## src/rtl/ctrl_pkg.sv

```systemverilog
// Shared encodings for the micro-sequencer: next-state selects, microaddress map,
// RV32I opcode/funct3 values and the control-word field layout of the 32x28 ROM.
package ctrl_pkg;

  typedef enum logic [1:0] {
    NSSEL_DIRECT    = 2'b00,
    NSSEL_DISPATCH1 = 2'b01,
    NSSEL_DISPATCH2 = 2'b10,
    NSSEL_COND      = 2'b11
  } nssel_e;

  // Microaddress map of the microcode ROM.
  localparam int UA_START0 = 0;
  localparam int UA_ADS1   = 1;
  localparam int UA_LUI1   = 2;
  localparam int UA_STR1   = 3;
  localparam int UA_AUIPC1 = 4;
  localparam int UA_OPRR1  = 5;
  localparam int UA_OPRRI1 = 7;
  localparam int UA_LDI1   = 9;
  localparam int UA_BCH1   = 12;
  localparam int UA_JAS1   = 16;
  localparam int UA_TRAP   = 31;

  localparam logic [6:0] OPC_LUI    = 7'b0110111;
  localparam logic [6:0] OPC_AUIPC  = 7'b0010111;
  localparam logic [6:0] OPC_OP     = 7'b0110011;
  localparam logic [6:0] OPC_OP_IMM = 7'b0010011;
  localparam logic [6:0] OPC_LOAD   = 7'b0000011;
  localparam logic [6:0] OPC_STORE  = 7'b0100011;
  localparam logic [6:0] OPC_BRANCH = 7'b1100011;
  localparam logic [6:0] OPC_JAL    = 7'b1101111;
  localparam logic [6:0] OPC_JALR   = 7'b1100111;

  localparam logic [2:0] F3_BEQ  = 3'b000;
  localparam logic [2:0] F3_BNE  = 3'b001;
  localparam logic [2:0] F3_BLT  = 3'b100;
  localparam logic [2:0] F3_BGE  = 3'b101;
  localparam logic [2:0] F3_BLTU = 3'b110;
  localparam logic [2:0] F3_BGEU = 3'b111;

  // Control-word layout (28 bits); the sequencer consumes the fields listed here.
  localparam int CW_W           = 28;
  localparam int CW_NSSEL_MSB   = 27;
  localparam int CW_NSSEL_LSB   = 26;
  localparam int CW_DBIN_MSB    = 25;
  localparam int CW_DBIN_LSB    = 21;
  localparam int CW_MEMCNTL_MSB = 20;
  localparam int CW_MEMCNTL_LSB = 18;
  localparam int CW_IRECNTL_BIT = 17;

endpackage

```

## src/rtl/useq_dispatch.sv

```systemverilog
// Combinational opcode-to-microaddress decode: primary dispatch on the incoming
// instruction and secondary dispatch on the latched one.
module useq_dispatch
  import ctrl_pkg::*;
#(
  parameter int AW = 5
) (
  input  logic [6:0]    opc_pri,
  input  logic [6:0]    opc_sec,
  output logic [AW-1:0] ua_pri,
  output logic          pri_illegal,
  output logic [AW-1:0] ua_sec
);

  always_comb begin
    ua_pri      = AW'(UA_START0);
    pri_illegal = 1'b0;
    case (opc_pri)
      OPC_LUI:    ua_pri = AW'(UA_LUI1);
      OPC_AUIPC:  ua_pri = AW'(UA_AUIPC1);
      OPC_OP:     ua_pri = AW'(UA_OPRR1);
      OPC_OP_IMM: ua_pri = AW'(UA_OPRRI1);
      OPC_LOAD:   ua_pri = AW'(UA_ADS1);
      OPC_STORE:  ua_pri = AW'(UA_ADS1);
      OPC_BRANCH: ua_pri = AW'(UA_BCH1);
      OPC_JAL:    ua_pri = AW'(UA_JAS1);
      OPC_JALR:   ua_pri = AW'(UA_JAS1);
      default:    pri_illegal = 1'b1;
    endcase
  end

  always_comb begin
    ua_sec = AW'(UA_START0);
    case (opc_sec)
      OPC_STORE: ua_sec = AW'(UA_STR1);
      OPC_LOAD:  ua_sec = AW'(UA_LDI1);
      default:   ua_sec = AW'(UA_START0);
    endcase
  end

endmodule

```

## src/rtl/micro_sequencer.sv

```systemverilog
// Next-microaddress generator for the registered microcode ROM.
// Optional USEQ_ILLEGAL_TRAP_EN: illegal opcodes jump to the trap word and raise a sticky flag.
module micro_sequencer
  import ctrl_pkg::*;
#(
  parameter int AW    = 5,
  parameter int IW    = 32,
  parameter int CNT_W = 32
) (
  input  logic             clk,
  input  logic             rst_n,
  input  logic [1:0]       nssel,
  input  logic [AW-1:0]    dbin,
  input  logic [2:0]       memcntl,
  input  logic             irecntl,
  input  logic [IW-1:0]    ir_in,
  input  logic             mem_ready,
  input  logic             flag_z,
  input  logic             flag_lt,
  input  logic             flag_ltu,
  output logic [AW-1:0]    addr,
`ifdef USEQ_ILLEGAL_TRAP_EN
  output logic             illegal,
`endif
  output logic [IW-1:0]    ir_q,
  output logic             stall,
  output logic [CNT_W-1:0] instret
);

  logic [AW-1:0] cur_addr;
  logic          boot;
  logic [AW-1:0] ua_pri;
  logic [AW-1:0] ua_sec;
  logic          pri_illegal;
  logic          taken;
  logic          dispatch_fire;
  logic          count_en;

  useq_dispatch #(.AW(AW)) u_dispatch (
    .opc_pri     (ir_in[6:0]),
    .opc_sec     (ir_q[6:0]),
    .ua_pri      (ua_pri),
    .pri_illegal (pri_illegal),
    .ua_sec      (ua_sec)
  );

  // Memory handshake: a control word with memcntl!=0 opens an access; the access
  // completes in the cycle mem_ready is high. Until then addr re-issues cur_addr so
  // the ROM keeps presenting the same control word. The boot cycle never stalls.
  assign stall = (memcntl != 3'b000) && !mem_ready && !boot;

  always_comb begin
    taken = 1'b0;
    case (ir_q[14:12])
      F3_BEQ:  taken = flag_z;
      F3_BNE:  taken = !flag_z;
      F3_BLT:  taken = flag_lt;
      F3_BGE:  taken = !flag_lt;
      F3_BLTU: taken = flag_ltu;
      F3_BGEU: taken = !flag_ltu;
      default: taken = 1'b0;
    endcase
  end

  always_comb begin
    addr = AW'(UA_START0);
    if (boot) begin
      addr = AW'(UA_START0);
    end else if (stall) begin
      addr = cur_addr;
    end else begin
      case (nssel_e'(nssel))
        NSSEL_DIRECT:    addr = dbin;
`ifdef USEQ_ILLEGAL_TRAP_EN
        NSSEL_DISPATCH1: addr = pri_illegal ? {AW{1'b1}} : ua_pri;
`else
        NSSEL_DISPATCH1: addr = ua_pri;
`endif
        NSSEL_DISPATCH2: addr = ua_sec;
        NSSEL_COND:      addr = {dbin[AW-1:1], taken};
        default:         addr = AW'(UA_START0);
      endcase
    end
  end

  assign dispatch_fire = !boot && !stall && (nssel_e'(nssel) == NSSEL_DISPATCH1);

`ifdef USEQ_ILLEGAL_TRAP_EN
  assign count_en = dispatch_fire && !pri_illegal;
`else
  assign count_en = dispatch_fire;
`endif

  always_ff @(posedge clk or negedge rst_n) begin
    if (!rst_n) begin
      boot     <= 1'b1;
      cur_addr <= '0;
      ir_q     <= '0;
      instret  <= '0;
    end else begin
      boot     <= 1'b0;
      cur_addr <= addr;
      if (dispatch_fire && irecntl) begin
        ir_q <= ir_in;
      end
      if (count_en) begin
        instret <= instret + CNT_W'(1);
      end
    end
  end

`ifdef USEQ_ILLEGAL_TRAP_EN
  always_ff @(posedge clk or negedge rst_n) begin
    if (!rst_n) begin
      illegal <= 1'b0;
    end else if (dispatch_fire && pri_illegal) begin
      illegal <= 1'b1;
    end
  end
`endif

endmodule
```

## config.mk

```make
export PLATFORM = sky130hd
export DESIGN_NAME = micro_sequencer
export DESIGN_NICKNAME = d
export VERILOG_FILES = /design/src/rtl/ctrl_pkg.sv /design/src/rtl/useq_dispatch.sv /design/src/rtl/micro_sequencer.sv
export SDC_FILE = /design/constraint.sdc
export NUM_CORES = 1
export LEC_CHECK = 0
export CORE_UTILIZATION = 25
export DETAILED_ROUTE_END_ITERATION = 7
export GPL_ROUTABILITY_DRIVEN = 0
export MAX_ROUTING_LAYER = met4
export PLACE_DENSITY = 0.54
export SYNTH_ARGS = -nofsm -noshare
export SYNTH_HDL_FRONTEND = slang
export SYNTH_SLANG_ARGS = --single-unit
```

## constraint.sdc

```tcl
create_clock -name clk -period 1.9 [get_ports clk]
set_clock_uncertainty 0.15 [all_clocks]
set_input_delay 0.285 -clock clk [delete_from_list [all_inputs] [get_ports clk]]
set_output_delay 0.285 -clock clk [all_outputs]
set_load 0.02 [all_outputs]
```

==> Yosys cells after proc, flatten, opt, wreduce, memory -nomap -nowiden <==
Cells that the tools add are included.
{ "totals": {"register_bits": 70, "word_cells": 46, "input_bits": 49, "out_inout_bits": 70} }
{ "classes": {"n_addsub": 1, "eq_ne": 19, "n_reduce_logical": 16, "n_mux": 6} }
{ "ops": {"columns": ["operator", "count"], "rows": [
  ["$pmux 5 s7", 1],
  ["$add 32x1->32 const B", 1],
  ["$eq 7x6->1 const B", 4],
  ["$eq 7x7->1 const B", 3],
  ["$pmux 5 s4", 1],
  ["$eq 7x2->1 const B", 2],
  ["$eq 7x5->1 const B", 2],
  ["$eq 3x3->1 const B", 4],
  ["$mux 5", 2],
  ["$pmux 4 s2", 1],
  ["$logic_not 1->1", 6],
  ["$pmux 1 s6", 1],
  ["$logic_and 1x1->1", 5],
  ["$eq 2x2->1 const B", 2],
  ["$reduce_or 2->1", 2],
  ["$eq 3x1->1 const B", 1],
  ["$logic_not 3->1", 1],
  ["$reduce_bool 3->1", 1],
  ["$eq 2x1->1 const B", 1],
  ["$logic_not 2->1", 1]
]} }

==> Logic depth before layout (Yosys ltp) <==
Gate-level depths: netlist of the first run.
{ "depth": {"depth_word": 7, "mapped_depth": 6, "ltp_nobuf": 4} }

==> Cells and area by module <==
From an unflattened synthesis of the first run, not the netlist that was laid out.
{ "unflattened": {"hier_cells": 272, "hier_area_um2": 3275.6} }
{ "by_module_without_submodules": {"columns": ["mod", "cells_per_inst", "seq_area_each_um2", "instances", "area_each_um2"], "rows": [
  ["micro_sequencer", 247, 1752.9, 1, 3121.7],
  ["useq_dispatch", 25, 0.0, 1, 153.9]
]} }

==> Worst setup path before layout of the first run <==
Ideal clock, no wire load.
{ "synth_path": {"path_kind": "input to output", "start": "input nssel[1]", "end": "output addr[2]", "required_time_ns": 1.465, "arrival_ns": 2.277, "slack_ns": -0.812, "n_path_buf": 1, "cell_stages": 5, "cell_sequence": "buf_2 or3b_1 nor2_1 a21oi_1 a2111oi_0"} }
{ "synth_via": {"elab_chain_len": 4, "elab_cells_between_ends": 7, "cone_classes": "eq/ne: 3; mux: 3; reduce/logical: 1"} }
{ "synth_lines": {"columns": ["item", "line", "text"], "rows": [
  ["start, declared", "micro_sequencer.sv:12", "input logic [1:0] nssel,"],
  ["$eq 2x2->1, or another cell as far along", "micro_sequencer.sv:72", "case (nssel_e'(nssel))"],
  ["$pmux 5 s4 *", "micro_sequencer.sv:72", null],
  ["$mux 5 *", "micro_sequencer.sv:69", "end else if (stall) begin"],
  ["$mux 5 *", "micro_sequencer.sv:67", "if (boot) begin"],
  ["end, declared", "micro_sequencer.sv:21", "output logic [AW-1:0] addr,"]
]} }
Mark *: on every way between the ends. The rest lies on a longest branch, timed or not.

==> Worst setup path after layout of the first run <==
{ "layout_path": {"start": "register ir_q[3]", "end": "output addr[0]"} }
{ "layout_via": {"elab_chain_len": 5, "elab_cells_between_ends": 6, "cone_classes": "eq/ne: 2; mux: 4"} }
{ "layout_lines": {"columns": ["item", "line", "text"], "rows": [
  ["start, declared", "micro_sequencer.sv:25", "output logic [IW-1:0] ir_q,"],
  ["start signal, assigned", "micro_sequencer.sv:104", "ir_q <= ir_in;"],
  ["$eq 7x2->1 or $eq 7x6->1 (tied branches)", "useq_dispatch.sv:34", "case (opc_sec)"],
  ["$pmux 4 s2 *", "useq_dispatch.sv:34", null],
  ["$pmux 5 s4 *", "micro_sequencer.sv:72", null],
  ["$mux 5 *", "micro_sequencer.sv:69", null],
  ["$mux 5 *", "micro_sequencer.sv:67", null]
]} }
Marks and branches as above.

==> results of run 1 <==
## worst min-delay path by stage
stage,end,startpoint
global route,ir_q[1],ir_in[1]
CTS,ir_q[0],ir_in[0]
floorplan,cur_addr[0],rst_n
detailed placement,cur_addr[1],rst_n
global placement,cur_addr[1],rst_n
finish,ir_q[0],ir_in[0]
## routing by layer
layer  routed length [um]  part of all wire  track usage  vias to the layer above
met2                 4440              0.50        0.232                       68
met1                 3930              0.44        0.175                     1370
met4                  109             0.012       0.0513                        0
met5                    0                 0            -                        -
met3                  444             0.050       0.0455                        9
li1                     -                 -            -                     1308
## layout make-up
type / instances / area, sq um / area share
clock inverters: 4 / 70.1 / 0.0122
multi-input cells: 179 / 1690 / 0.296
inverters: 2 / 7.51 / 0.00131
clock buffers: 12 / 246 / 0.0431
flip-flops and latches: 70 / 1770 / 0.309
well taps: 172 / 215 / 0.0376
repair buffers: 181 / 1720 / 0.301
## per-stage QoR
step / instance area, sq um / instances
floorplan: 3420 / 260
global placement: 5240 / 598
detailed placement: 5240 / 598
CTS: 5640 / 618
global route: 5720 / 620
finish: 5720 / 620
## kinds of logic after synthesis
family / after synthesis / share of synthesized area
other: 1 / 0.00116
xor gates and xnor gates: 35 / 0.0948
adders and majority gates: 1 / 0.00387
buffers and inverters: 11 / 0.0182
AOI/OAI and AO/OA: 16 / 0.0449
muxes: 34 / 0.118
DFF: 70 / 0.542
and+or+nand+nor: 92 / 0.177
## synth_stat cells (2+ instances only)
cell / n
and2_1: 2
nand2_1: 19
dfrtp_1: 69
nor4_2: 5
mux2_1: 3
a221oi_1: 2
nand4b_1: 2
xnor2_1: 18
nand3_1: 11
nand4_1: 9
nor2_1: 16
a2111oi_0: 3
mux2_2: 30
or4_1: 2
nor4_1: 6
buf_2: 8
xor2_1: 17
and4_1: 3
inv_1: 2
nor4_4: 3
o211a_1: 2
nor3_1: 7
## state kept, by name, summed over array words and instances, names as in the netlist
signal / cells
instret: 32
boot: 1
ir_q: 32
cur_addr: 5
## power by group through the flow
stage	combinational, mW	clock (mW)	sequential [mW]
final	1.42	1.80	1.85
after global routing	1.52	1.93	1.88
after CTS	1.44	1.87	1.85
after detailed placement	1.44	0	1.88
after global placement	1.43	0	1.87
after floorplan	0.327	0	2.16
## timing repair
action                                 4_1_cts  5_1_grt
pin swaps                                   10        7
hold buffers                                 1        0
setup endpoints to repair                   39       27
gates resized for setup                     74       27
endpoints found under the hold margin       26        0
setup buffers                                3        2
## worst min-delay path: cells and delay by family
family,cells,cell delay [ns]
mux,1,0.13
buf+inv,2,0.20
==> results.yml, run 1 <==
outcome:
  status: "complete, but fails checks"
  violations: "negative setup slack"
critical_path:
  cp_slowest_cell: "or4_4"
  critical_path.startpoint: "ir_q[3]"
  ff2ff_setup_slack_ns: 0.05
  crit_end: "addr[0]"
  r2r_start: "boot"
  critPathKind: "reg -> out"
  cp_num_buf_inv: 1
  setup.worst_path.start_class: "flip-flop"
  crit_chain: "or4_4, nor2_4, a2111oi_4, a311oi_4, buf_6"
  worstSetupEndpointType: "output pin"
  worstSetupPathDepth: 5
  reg2reg_to: "instret[28]"
  worstRegToRegCells: 6
  crit_fanout: 2
  required_ns: 1.46
  slowest_delay_ns: 0.57
  cp.arrival_ns: 1.93
  path_delay_family: "simple AND/OR/NAND/NOR gates"
clocking:
  cts_tree: "yes"
  htreeDepth: 3
  clk_path_buf_depth: 2
  clock_latency_ns: 0.33
  cts_buffers: 9
  clock-sinks: 70
  clk_pin_slew_ns: 0.06
  root_buffer: "clkbuf_16"
timing:
  fin_hold_ws_ns: 0.169
  period_minus_slack_ns: 2.37
  tightest_slew_ns: 0.575
  fin_crit_sh: 1.24
  rsz0062_at_grt: "yes"
  final_hold_viol_count: 0
  final_max_slew_viol_count: 0
  fin_setup_tns_ns: -1.54
  setup_violations: 4
  relSlewSlack: 0.615
  fmax_mhz: 423
  setup_slack_ns: -0.465
placed_design:
  port_buffers: 118
  dp_slack_ns: -1.08
  dp_hpwl_um: 6680
power_and_ir_drop:
  pwr-share-comb: 0.281
  vdd_drop_max_mv: 0.631
  switching_power_mw: 1.40
  clkPwrFrac: 0.355
  internal-power_mw: 3.67
  swShare: 0.277
  seqPwrFrac: 0.364
  p_per_area_mw_per_mm2: 887
  power_leakage_nw: 2.67
  total_power_mw: 5.07
final_layout:
  drive_gt1_frac: 0.382
  layout_commonest_cell: "clkdlybuf4s50_1"
  final_cell_mix: "clkdlybuf4s50_1 (84), dfrtp_1 (59), buf_4 (56)"
  n_fill_cell: 1276
  diodes: 0
  nets: 493
  utilization: 0.453
  area_growth_syn_to_layout_pct: 76.9
die:
  die_w_um: 116
  num_rows: 41
  io_pins: 119
  die_area_sq_mm: 0.0134
  core-area_sq_mm: 0.0126
  start_util: 0.256
  fp.dieH_um: 116
yosys:
  ys_ff_latch: 70
  synth_edf_count: 0
  synth_area_leader_cell: "dfrtp_1"
  synth-seq-area-share: 0.542
  synth_top_flop_cell: "dfrtp_1"
  synth_area_leaders: "dfrtp_1 (53%), mux2_2 (10%), xnor2_1 (4.9%), xor2_1 (4.6%), nand2_1 (2.2%)"
  yosysTopAreaCellShare: 0.534
  synth_cell_types: 43
  avgSynthCellArea_sq_um: 12.4
  synth_area_sq_mm: 0.00323
  syn-num-nets: 310
  async_reset_ff_frac: 1.00
  ys_warn_count: 0
  synth_cells: 260
job:
  max_cap_violations: 0
detailed_routing:
  dr_total_vias: 2755
  wirelength_um: 8920
  drc: 0
  wire_per_inst_um: 14.4
  drtPass1Iterations: 4
  drt_iter0_markers: 92
  ant_nets: 0
  vias_per_cell: 4.44
global_routing:
  grt_overflow: 0
  grt_pass1_vias: 2870
  grt_pass1_wl_um: 14500
  grt_max_degree: 44
  antenna_found_initial: 0
  grt_usage: 0.146
min_path:
  hold_path.class: "in -> reg"
  hold_depth: 3
No activity file was read; power rests on OpenSTA's default activity.
==> run 2, diff against run 1 <==
Settings changed: SETUP_SLACK_MARGIN set to 0.15.
==> run 2 against run 1 <==
- the run ends with design-rule violations, negative setup slack left
- sequential power barely moved
- combinational power grew 6%
- final area is 6.8% higher
- clock power shrank 5%
- critical path depth unchanged
- via count grew 3.6%
- highest routed layer unchanged
==> results.yml, run 2 (same netlist as run 1, synthesis figures left out) <==
global_routing:
  grt_overflow: 0
  grt_max_degree: 71
  grt_pass1_vias: 2987
  grt_usage: 0.165
  grt_pass1_wl_um: 15900
  antenna_found_initial: 0
die:
  fp.dieH_um: 116
  num_rows: 41
  die_area_sq_mm: 0.0134
  core-area_sq_mm: 0.0126
  io_pins: 119
  start_util: 0.256
  die_w_um: 116
timing:
  setup_slack_ns: -0.476
  fin_setup_tns_ns: -1.57
  rsz0062_at_grt: "yes"
  fin_hold_ws_ns: 0.0292
  fmax_mhz: 421
  setup_violations: 11
  period_minus_slack_ns: 2.38
  final_max_slew_viol_count: 0
  final_hold_viol_count: 0
  fin_crit_sh: 1.25
placed_design:
  dp_hpwl_um: 7190
  port_buffers: 118
  dp_slack_ns: -1.00
critical_path:
  cp.arrival_ns: 1.94
  required_ns: 1.46
  crit_fanout: 2
  setup.worst_path.start_class: "flip-flop"
  slowest_delay_ns: 0.57
  critPathKind: "reg -> out"
  crit_chain: "or4_4, nor2_4, a221oi_2, a211oi_2, buf_4"
  worstSetupEndpointType: "output pin"
  cp_slowest_cell: "or4_4"
final_layout:
  final_cell_mix: "buf_4 (56), dfrtp_1 (53), dlygate4sd2_1 (51)"
  diodes: 0
  area_growth_syn_to_layout_pct: 88.8
  nets: 507
  reg_top3: "instret x32, ir_q x32, cur_addr x5"
  drive_gt1_frac: 0.448
  utilization: 0.484
  layout_commonest_cell: "buf_4"
detailed_routing:
  dr_total_vias: 2854
  wirelength_um: 10500
  wire_per_inst_um: 16.6
  drt_iter0_markers: 63
  drtPass1Iterations: 6
  drc: 2
  ant_nets: 0
  vias_per_cell: 4.50
power_and_ir_drop:
  p_per_area_mw_per_mm2: 832
  power_leakage_nw: 3.25
  vdd_drop_max_mv: 0.421
  total_power_mw: 5.08
clocking:
  clock_latency_ns: 0.34
  clk_pin_slew_ns: 0.06
  clk_path_buf_depth: 2
  clock-sinks: 70
  htreeDepth: 3
  cts_buffers: 9
  root_buffer: "clkbuf_16"
  cts_tree: "yes"
job:
  max_cap_violations: 0
min_path:
  hold_path.class: "in -> reg"
outcome:
  violations: "design-rule violations, negative setup slack"
  status: "complete, but fails checks"
[run 2: cell count changes in the layout (fill, tap and decap cells not counted), sizes merged]
cell	delta
clkinvlp	+1
clkdlybuf4s15	-2
clkinv	-1
clkdlybuf4s50	-50
buf	+17
clkbuf	+4
dlygate4sd2	+44
dlymetal6s2s	+3
bufinv	-2
[run 2: worst max-delay path: cells and delay by family, from the launching register on]
kind | cells | cell delay [ns]
AO/OA/AOI/OAI | 2 | 0.31
buffers and inverters | 1 | 0.18
flip-flops | 1 | 0.39
AND/OR/NAND/NOR | 2 | 0.72
[run 2: where the power goes]
group | internal (mW) | switching [mW]
registers | 1.71 | 0.147
clock network | 1.06 | 0.652
logic | 0.805 | 0.701
[run 2: area by class of cell]
cell class,count,area [sq um]
Clock buffer,14,294
Fill cell,1208,6510
Timing Repair Buffer,195,1910
Sequential cell,70,1770
Multi-Input combinational cell,179,1890
Inverter,2,7.51
Tap cell,172,215
Clock inverter,2,12.5
[run 2: metrics by stage]
stage | cell area (sq um) | cells
after global placement | 5300 | 599
final | 6110 | 634
after CTS | 5840 | 629
after floorplan | 3500 | 260
after global routing | 6110 | 634
after detailed placement | 5300 | 599
[run 2: per-layer routing]
metal  GRT usage  share of wire
met5           -              0
met4      0.0650          0.024
met3      0.0387          0.034
met2       0.261           0.48
met1       0.203           0.46
[run 2: worst paths after layout]
| check | start | endpoint | slack [ns] | depth (start not counted) |
|---|---|---|---|---|
| worst max-delay path | ir_q[3] | addr[1] | -0.48 | 5 |
| worst min-delay path | ir_in[0] | ir_q[0] | 0.03 | 2 |
| worst max register to register | instret[4] | instret[30] | -0.04 | 7 |
| worst min register to register | instret[31] | instret[31] | 0.31 | 1 |
| max in group asynchronous | rst_n | boot | 0.91 | 3 |
| min in group asynchronous | rst_n | instret[16] | 0.34 | 3 |
[run 2: what timing repair did]
| item | CTS | global route |
|---|---|---|
| gates cloned | 1 | 3 |
| setup buffers | 12 | 2 |
| pin swaps | 30 | 10 |
| endpoints found under the setup margin | 117 | 70 |
| resized for setup | 167 | 56 |
| hold buffers | 1 | 0 |
| endpoints found under the hold margin | 69 | 0 |
